## src/rtl/pc_unit_if.sv

```systemverilog
// ============================================================================
// Module      : pc_unit_if
// Description : Control/datapath bundle between the control FSM and pc_unit.
//               taken_cnt exists only when TAKEN_COUNT_EN is defined.
// Revision    : 1.0 - initial release
// ============================================================================
`default_nettype none

interface pc_unit_if #(
  parameter int PC_W   = 10,
  parameter int DISP_W = 8
) ();
  logic              pc_en;
  logic [1:0]        pc_sel;
  logic [3:0]        cond;
  logic [4:0]        flags;
  logic [DISP_W-1:0] disp;
  logic [PC_W-1:0]   rtarget;
  logic [PC_W-1:0]   pc;
  logic [PC_W-1:0]   link;
  logic              taken;
`ifdef TAKEN_COUNT_EN
  logic [15:0]       taken_cnt;
`endif

  modport master (
    output pc_en, pc_sel, cond, flags, disp, rtarget,
`ifdef TAKEN_COUNT_EN
    input  taken_cnt,
`endif
    input  pc, link, taken
  );

  modport slave (
    input  pc_en, pc_sel, cond, flags, disp, rtarget,
`ifdef TAKEN_COUNT_EN
    output taken_cnt,
`endif
    output pc, link, taken
  );
endinterface

`default_nettype wire

```

## src/rtl/pc_unit.sv

```systemverilog
// ============================================================================
// Module      : pc_unit
// Description : Program counter with increment, conditional relative branch
//               and conditional absolute jump. Optional macro TAKEN_COUNT_EN
//               adds a saturating count of taken branches/jumps.
// Revision    : 1.0 - initial release
// ============================================================================
`default_nettype none

module pc_unit #(
  parameter int          PC_W     = 10,
  parameter int          DISP_W   = 8,
  parameter int unsigned RESET_PC = 0
) (
  input  wire        clk,
  input  wire        rst_n,
  pc_unit_if.slave   bus
);

  localparam logic [PC_W-1:0] c_reset_pc = PC_W'(RESET_PC);
  localparam logic [1:0]      c_sel_incr = 2'b00;
  localparam logic [1:0]      c_sel_rel  = 2'b01;
  localparam logic [1:0]      c_sel_abs  = 2'b10;

  logic [PC_W-1:0] r_pc;
  logic            r_taken;
  logic [PC_W-1:0] w_pc_inc;
  logic [PC_W-1:0] w_disp_ext;
  logic [PC_W-1:0] w_pc_next;
  logic            w_cond_ok;
  logic            w_take;
  logic            w_n, w_z, w_f, w_l, w_c;

  assign {w_n, w_z, w_f, w_l, w_c} = bus.flags;
  assign w_pc_inc   = r_pc + PC_W'(1);
  assign w_disp_ext = PC_W'(signed'(bus.disp));

  always_comb begin
    w_cond_ok = 1'b0;
    case (bus.cond)
      4'h0: w_cond_ok = w_z;
      4'h1: w_cond_ok = ~w_z;
      4'h2: w_cond_ok = w_c;
      4'h3: w_cond_ok = ~w_c;
      4'h4: w_cond_ok = w_l;
      4'h5: w_cond_ok = ~w_l;
      4'h6: w_cond_ok = w_n;
      4'h7: w_cond_ok = ~w_n;
      4'h8: w_cond_ok = w_f;
      4'h9: w_cond_ok = ~w_f;
      4'hA: w_cond_ok = ~w_l & ~w_z;
      4'hB: w_cond_ok = w_l | w_z;
      4'hC: w_cond_ok = ~w_n & ~w_z;
      4'hD: w_cond_ok = w_n | w_z;
      4'hE: w_cond_ok = 1'b1;
      default: w_cond_ok = 1'b0;
    endcase
  end

  always_comb begin
    w_take    = 1'b0;
    w_pc_next = r_pc;
    case (bus.pc_sel)
      c_sel_incr: w_pc_next = w_pc_inc;
      c_sel_rel: begin
        w_take    = w_cond_ok;
        w_pc_next = w_cond_ok ? (r_pc + w_disp_ext) : w_pc_inc;
      end
      c_sel_abs: begin
        w_take    = w_cond_ok;
        w_pc_next = w_cond_ok ? bus.rtarget : w_pc_inc;
      end
      default: w_pc_next = r_pc;
    endcase
  end

  always_ff @(posedge clk or negedge rst_n) begin
    if (!rst_n) begin
      r_pc    <= c_reset_pc;
      r_taken <= 1'b0;
    end else begin
      // taken is a one-cycle pulse; any edge without a taken update clears it
      r_taken <= bus.pc_en & w_take;
      if (bus.pc_en)
        r_pc <= w_pc_next;
    end
  end

`ifdef TAKEN_COUNT_EN
  logic [15:0] r_taken_cnt;

  always_ff @(posedge clk or negedge rst_n) begin
    if (!rst_n)
      r_taken_cnt <= 16'h0000;
    else if (bus.pc_en && w_take && (r_taken_cnt != 16'hFFFF))
      r_taken_cnt <= r_taken_cnt + 16'h0001;
  end

  assign bus.taken_cnt = r_taken_cnt;
`endif

  assign bus.pc    = r_pc;
  assign bus.link  = w_pc_inc;
  assign bus.taken = r_taken;

endmodule

`default_nettype wire

```

## src/flat_wrapper.sv

```systemverilog
// flat-port wrapper written by rule: the top's interface ports become plain ports
module pc_unit_flat 
#(
  parameter int          PC_W     = 10,
  parameter int          DISP_W   = 8,
  parameter int unsigned RESET_PC = 0
)
  (clk, rst_n, bus_pc_en, bus_pc_sel, bus_cond, bus_flags, bus_disp, bus_rtarget, bus_pc, bus_link, bus_taken);
  pc_unit_if #(.PC_W(PC_W), .DISP_W(DISP_W)) bus_i ();
  input  wire clk;
  input  wire rst_n;
  input wire logic [$bits(bus_i.pc_en)-1:0] bus_pc_en;
  input wire logic [$bits(bus_i.pc_sel)-1:0] bus_pc_sel;
  input wire logic [$bits(bus_i.cond)-1:0] bus_cond;
  input wire logic [$bits(bus_i.flags)-1:0] bus_flags;
  input wire logic [$bits(bus_i.disp)-1:0] bus_disp;
  input wire logic [$bits(bus_i.rtarget)-1:0] bus_rtarget;
  output wire logic [$bits(bus_i.pc)-1:0] bus_pc;
  output wire logic [$bits(bus_i.link)-1:0] bus_link;
  output wire logic [$bits(bus_i.taken)-1:0] bus_taken;
  assign bus_i.pc_en = bus_pc_en;
  assign bus_i.pc_sel = bus_pc_sel;
  assign bus_i.cond = bus_cond;
  assign bus_i.flags = bus_flags;
  assign bus_i.disp = bus_disp;
  assign bus_i.rtarget = bus_rtarget;
  assign bus_pc = bus_i.pc;
  assign bus_link = bus_i.link;
  assign bus_taken = bus_i.taken;
  pc_unit #(.PC_W(PC_W), .DISP_W(DISP_W), .RESET_PC(RESET_PC)) u_core (.clk(clk), .rst_n(rst_n), .bus(bus_i));
endmodule
```

## config.mk

```make
export PLATFORM = sky130hd
export DESIGN_NAME = pc_unit_flat
export DESIGN_NICKNAME = d
export VERILOG_FILES = /design/src/rtl/pc_unit_if.sv /design/src/rtl/pc_unit.sv /design/src/flat_wrapper.sv
export SDC_FILE = /design/constraint.sdc
export NUM_CORES = 1
export LEC_CHECK = 0
export CAP_MARGIN = 20
export CORE_MARGIN = 2
export CORE_UTILIZATION = 47
export CTS_BUF_LIST = sky130_fd_sc_hd__clkbuf_8
export DETAILED_ROUTE_END_ITERATION = 8
export PLACE_DENSITY = 0.85
export SLEW_MARGIN = 20
export SYNTH_ARGS = -nofsm -noshare
export SYNTH_HDL_FRONTEND = slang
export SYNTH_SLANG_ARGS = --single-unit
export TNS_END_PERCENT = 1
```

## constraint.sdc

```tcl
create_clock -name clk -period 2.5 [get_ports clk]
set_input_delay 0.5 -clock clk [delete_from_list [all_inputs] [get_ports clk]]
set_output_delay 0.5 -clock clk [all_outputs]
set_load 0.02 [all_outputs]
```

# --- After elaboration in Yosys (flattened, before gate mapping) ---
# Cells that the tools add are included.
word_totals:
  output_inout_bits: 21
  in_bits: 32
  elab_cells: 40
  ff_bits: 11
op_classes:
  n_mux: 5
  add_sub_neg: 2
  bitwise: 10
  n_reduce_logical: 5
  eq_ne: 16
ops:
  columns: ["operator", "n"]
  rows:
  - ["$pmux 10 s3", 1]
  - ["$eq 4x4->1 const B", 7]
  - ["$mux 10", 2]
  - ["$eq 4x3->1 const B", 4]
  - ["$pmux 1 s15", 1]
  - ["$add 10x1->10 const B", 1]
  - ["$add 10x10->10", 1]
  - ["$eq 4x2->1 const B", 2]
  - ["$not 1->1", 5]
  - ["$eq 4x1->1 const B", 1]
  - ["$logic_not 4->1", 1]
  - ["$and 1x1->1", 3]
  - ["$reduce_bool 3->1", 1]
  - ["$eq 2x1->1 const B", 1]
  - ["$eq 2x2->1 const B", 1]
  - ["$logic_not 2->1", 1]
  - ["$or 1x1->1", 2]
  - ["$reduce_and 2->1", 1]
  - ["$reduce_or 2->1", 1]
  - ["$mux 1", 1]

# --- Longest topological paths before layout ---
depth:
  depth_word: 5
  depth_mapped: 10
  ltp_nobuf: 10

# --- Worst setup path after synthesis ---
# Ideal clock, no wire load.
synth_timing:
  path_kind: "input-to-reg"
  from: "input port bus_cond[0]"
  to: "register u_core.r_pc[2], in the netlist u_core.bus.pc[2]"
  t_required_ps: 2361
  path_slack_ps: 254
  stages: 9
  path_buffers: 2
  setup_time_ps: 139
  arrival_ps: 2107
  cell_sequence: "buf_6 -> xor2_1 -> mux4_2 -> nor3_1 -> a31o_2 -> buf_6 -> mux2_1 -> nand2_1 -> a31oi_1"
synth_between:
  elab_chain_len: 4
synth_rtl:
  columns: ["element", "line_no", "source"]
  rows:
  - ["start, declared", "flat_wrapper.sv:14", "input wire logic [$bits(bus_i.cond)-1:0] bus_cond;"]
  - ["$eq 4x4->1 (tied with other cells)", "pc_unit.sv:40", "case (bus.cond)"]
  - ["$pmux 1 s15 *", "pc_unit.sv:40", null]
  - ["$mux 10, on equally long branches", "pc_unit.sv:71, pc_unit.sv:67", null]
  - ["$pmux 10 s3 *", "pc_unit.sv:63", "case (bus.pc_sel)"]
  - ["end signal, assigned", "pc_unit.sv:79", "r_pc <= c_reset_pc;"]
  - ["end signal, assigned", "pc_unit.sv:85", "r_pc <= w_pc_next;"]
  - ["end, declared", "pc_unit.sv:25", "logic [PC_W-1:0] r_pc;"]
# Mark *: on every way between the ends. The rest lies on a longest branch, timed or not.
# A chain may end at the register's enable or synchronous reset.

# --- Worst setup path in the final report ---
layout_timing:
  from: "input port bus_flags[0]"
  to: "register u_core.r_pc[9], in the netlist u_core.bus.pc[9]"
layout_between:
  elab_chain_len: 4
layout_rtl:
  columns: ["element", "line_no", "source"]
  rows:
  - ["start, declared", "flat_wrapper.sv:15", "input wire logic [$bits(bus_i.flags)-1:0] bus_flags;"]
  - ["$not 1->1", "pc_unit.sv:44", "4'h3: w_cond_ok = ~w_c;"]
  - ["$pmux 1 s15 *", "pc_unit.sv:40", null]
  - ["$mux 10, on equally long branches", "pc_unit.sv:71, pc_unit.sv:67", null]
  - ["$pmux 10 s3 *", "pc_unit.sv:63", null]
# Marked as above.

==> results.md <==
- Status: completed
- Initial Util: 0.489
- Die W: 59.9 um
- Post-Layout Cell Count: around 300
- Reg area: about 280 um2
- Post-synth EDFFs: 0
- Nets@finish: between 300 and 400
- Final Util: 0.764
- TNS Setup: 0 ns
- CP most frequent cell: buf_4
- Worst VDD drop: 0.000523 V
- Fin crit period: 2.43 ns
- Antenna violations before repair: 0
- Die Y: roughly 60 um
- CTS Hold Buffers Added: 0
- Routed len/inst: 15.0 um
- Layout cells sized above 1: 0.179
- CTS buffer count: 3
- Vias in the first global route: 1620
- CTS H-tree depth: 1
- Final hold vios: 0
- DRT antenna net count: 0
- Clk buf depth: 2
- Via/cell ratio: 5.76
- Syn nets: 229
- Global-route wire length before repair: roughly 6900 um
- CTS Root Cell: clkbuf_8
- Critical Path End Type: register
- Synth Instances: 183
- HP Class: input port to async pin
- Placed Cells: a little under 300
- Mean Syn Cell Area: 8.03 um2
- FILL cells: between 200 and 250
- Crit share post-route: 0.971
- Area Growth Syn to Fin: 56.1%
- Max_cap viols: 0
- RR Endpoint: u_core.bus.pc[9]
- Area of the multi-input gates: 0.00114 mm2
- Max-slew headroom: 0.642
- Leakage: 0.00107 uW
- Worst-path cell chain: clkdlybuf4s50_1 > xor2_1 > mux4_2 > nor3_1 > a31o_4 > a21oi_4 > buf_4 > buf_4 > o211ai_1
- Buf+Inv Stages, Crit Path: 3
- Most frequent cells in the layout: clkdlybuf4s50_1, buf_4, nor2_1
- Worst-path fanout max: 8
- Crit path largest cell delay: 0.49 ns
- Core Region: 0.00300 mm2
- Total GRT Usage: 0.247
- Hpwl dp: roughly 3400 um
- CP delay by family, top: buffers and inverters
- Commonest non-fill, non-tap cell in the layout: clkdlybuf4s50_1
- Worst skew pair latency: 0.24 ns
- Most common flop cell mapped by yosys: dfrtp_1
- Largest net degree at the start of global routing: 13
- RePlAce Congestion: 0.834
- IO Count: 53
- IO buf count: 52
- Sink Count: 11
- Syn. warnings: 0
- Drt total wl: 4450 um
- N_diodes: 0
- Req. time, crit path: about 2.7 ns
- Remaining DRCs: 0
- Total gr overflow: 0
- Yosys reg bits: 11
- Fmax: 0.412 GHz
- Critical path type: input port to register
- Drt initial violations: 75
- Power Density: 765 mW/mm2
- Site Rows: 20
- Fraction of registers with async set/reset: 1.00
- Netlist cell types: 48
- Critical Path AT: about 2.6 ns
- First drt pass iteration count: 5
- Count of final setup violators: 0
- Via count: 1704
- Sequential share of the synthesized area: 0.187
- Slowest stage cell, crit path: mux4_2
- R2r startpoint: u_core.bus.pc[3]
- Synthesized cell area: 0.00147 mm2
- R2r setup slk: between 0.15 and 0.2 ns
- R2r worst-path depth: 10
- TritonCTS clock tree: done
- Slew @ Worst Pin: 0.536 ns
- Type of origin of the critical path: input port
- Total die area: 0.00359 mm2
- Setup Skew: 0.000695 ns
- Clock transition at the registers of the reported paths: 0.05 ns
- Slew Limit Fails: 0
through the flow:
| stage | area [um2] | power, uW | hold slack (ns) | worst slack [ns] |
|---|---|---|---|---|
| finish | 2290 | 1750 | 0.616 | 0.0736 |
| floorplan | 1470 | 1000 | 0.204 | 0.254 |
| global route | 2290 | 1870 | 0.666 | -0.0230 |
| CTS | 2250 | 1720 | 0.615 | 0.000664 |
| global placement | 2210 | 1520 | 0.626 | -0.260 |
| detailed placement | 2210 | 1550 | 0.624 | -0.338 |
worst max-delay path by stage:
| stage | start | endpoint | cells after the start |
|---|---|---|---|
| 6_report | bus_flags[0] | u_core.bus.pc[9] | 9 |
| 5_1_grt | bus_flags[0] | u_core.bus.pc[8] | 9 |
| 4_1_cts | bus_cond[0] | u_core.bus.pc[7] | 7 |
| 3_5_place_dp | bus_disp[0] | u_core.bus.pc[6] | 11 |
| 3_3_place_gp | bus_cond[2] | u_core.bus.pc[4] | 8 |
| 2_1_floorplan | bus_cond[0] | u_core.bus.pc[2] | 9 |
Yosys cell counts, types with 2 or more instances:
cell	number	area [um2]
dfrtp_1	11	275
a21o_1	2	15.0
a21oi_1	9	45.0
inv_1	10	37.5
o21ai_0	12	60.1
xor2_1	7	61.3
nor2b_1	5	31.3
nor3_1	6	30.0
nor2_1	15	56.3
or3_1	3	18.8
nand3_1	11	55.1
o211a_1	2	20.0
o21a_1	3	22.5
a221o_1	4	40.0
o211ai_1	5	37.5
nand2b_1	3	18.8
nand2_1	13	48.8
a31oi_1	2	12.5
and3_1	3	18.8
xnor2_1	10	87.6
buf_6	2	22.5
a22oi_1	4	30.0
clkbuf_1	4	15.0
ha_1	13	163
worst register-to-register path, stage by stage, from the launching register on:
cell,delay (ns)
dfrtp_1,0.46
buf_4,0.18
ha_1,0.35
nand2_1,0.09
o211ai_1,0.19
o21ai_0,0.17
buf_4,0.17
a222oi_1,0.27
o21a_1,0.19
nand3_1,0.08
o211ai_1,0.09
registers in the layout, summed over array words and instances, names as in the netlist:
name	cells
u_core.bus.pc	10
u_core.bus.taken	1
kinds of logic after synthesis:
| group | after synthesis | synth area share |
|---|---|---|
| buffers and inverters | 17 | 0.0545 |
| adders and majority gates | 14 | 0.124 |
| muxes | 3 | 0.0298 |
| DFF | 11 | 0.187 |
| and+or+nand+nor | 67 | 0.236 |
| AOI/OAI and AO/OA | 54 | 0.267 |
| xor gates and xnor gates | 17 | 0.101 |
report_power, final:
part           internal [uW]  leakage [uW]  switching [uW]
registers                231      0.000139            71.3
logic                    643      0.000900             631
clock network            108     0.0000269            69.2
total                    982       0.00107             771
layer usage:
layer  track usage  wire length [um]  share of wire  vias to the layer above
met2         0.449              2240           0.50                       58
met1         0.319              2000           0.45                      802
met3        0.0152               167          0.038                        4
met4        0.0508                42         0.0094                        0
li1              -                 -              -                      840
met5             0                 0              0                        -
what timing repair did:
item | 4_1_cts | 5_1_grt
endpoints found under the setup margin | 12 | 11
pin swaps | 0 | 3
resized for setup | 6 | 12
setup buffers | 0 | 1
layout make-up:
class | instances | area share
clock buffer | 3 | 0.0180
clock inverter | 1 | 0.00164
inverter | 10 | 0.0164
multi-input combinational | 155 | 0.496
sequential | 11 | 0.120
tap | 33 | 0.0180
timing repair buffer | 83 | 0.330
Note: power is estimated with default switching activity, not from simulation.
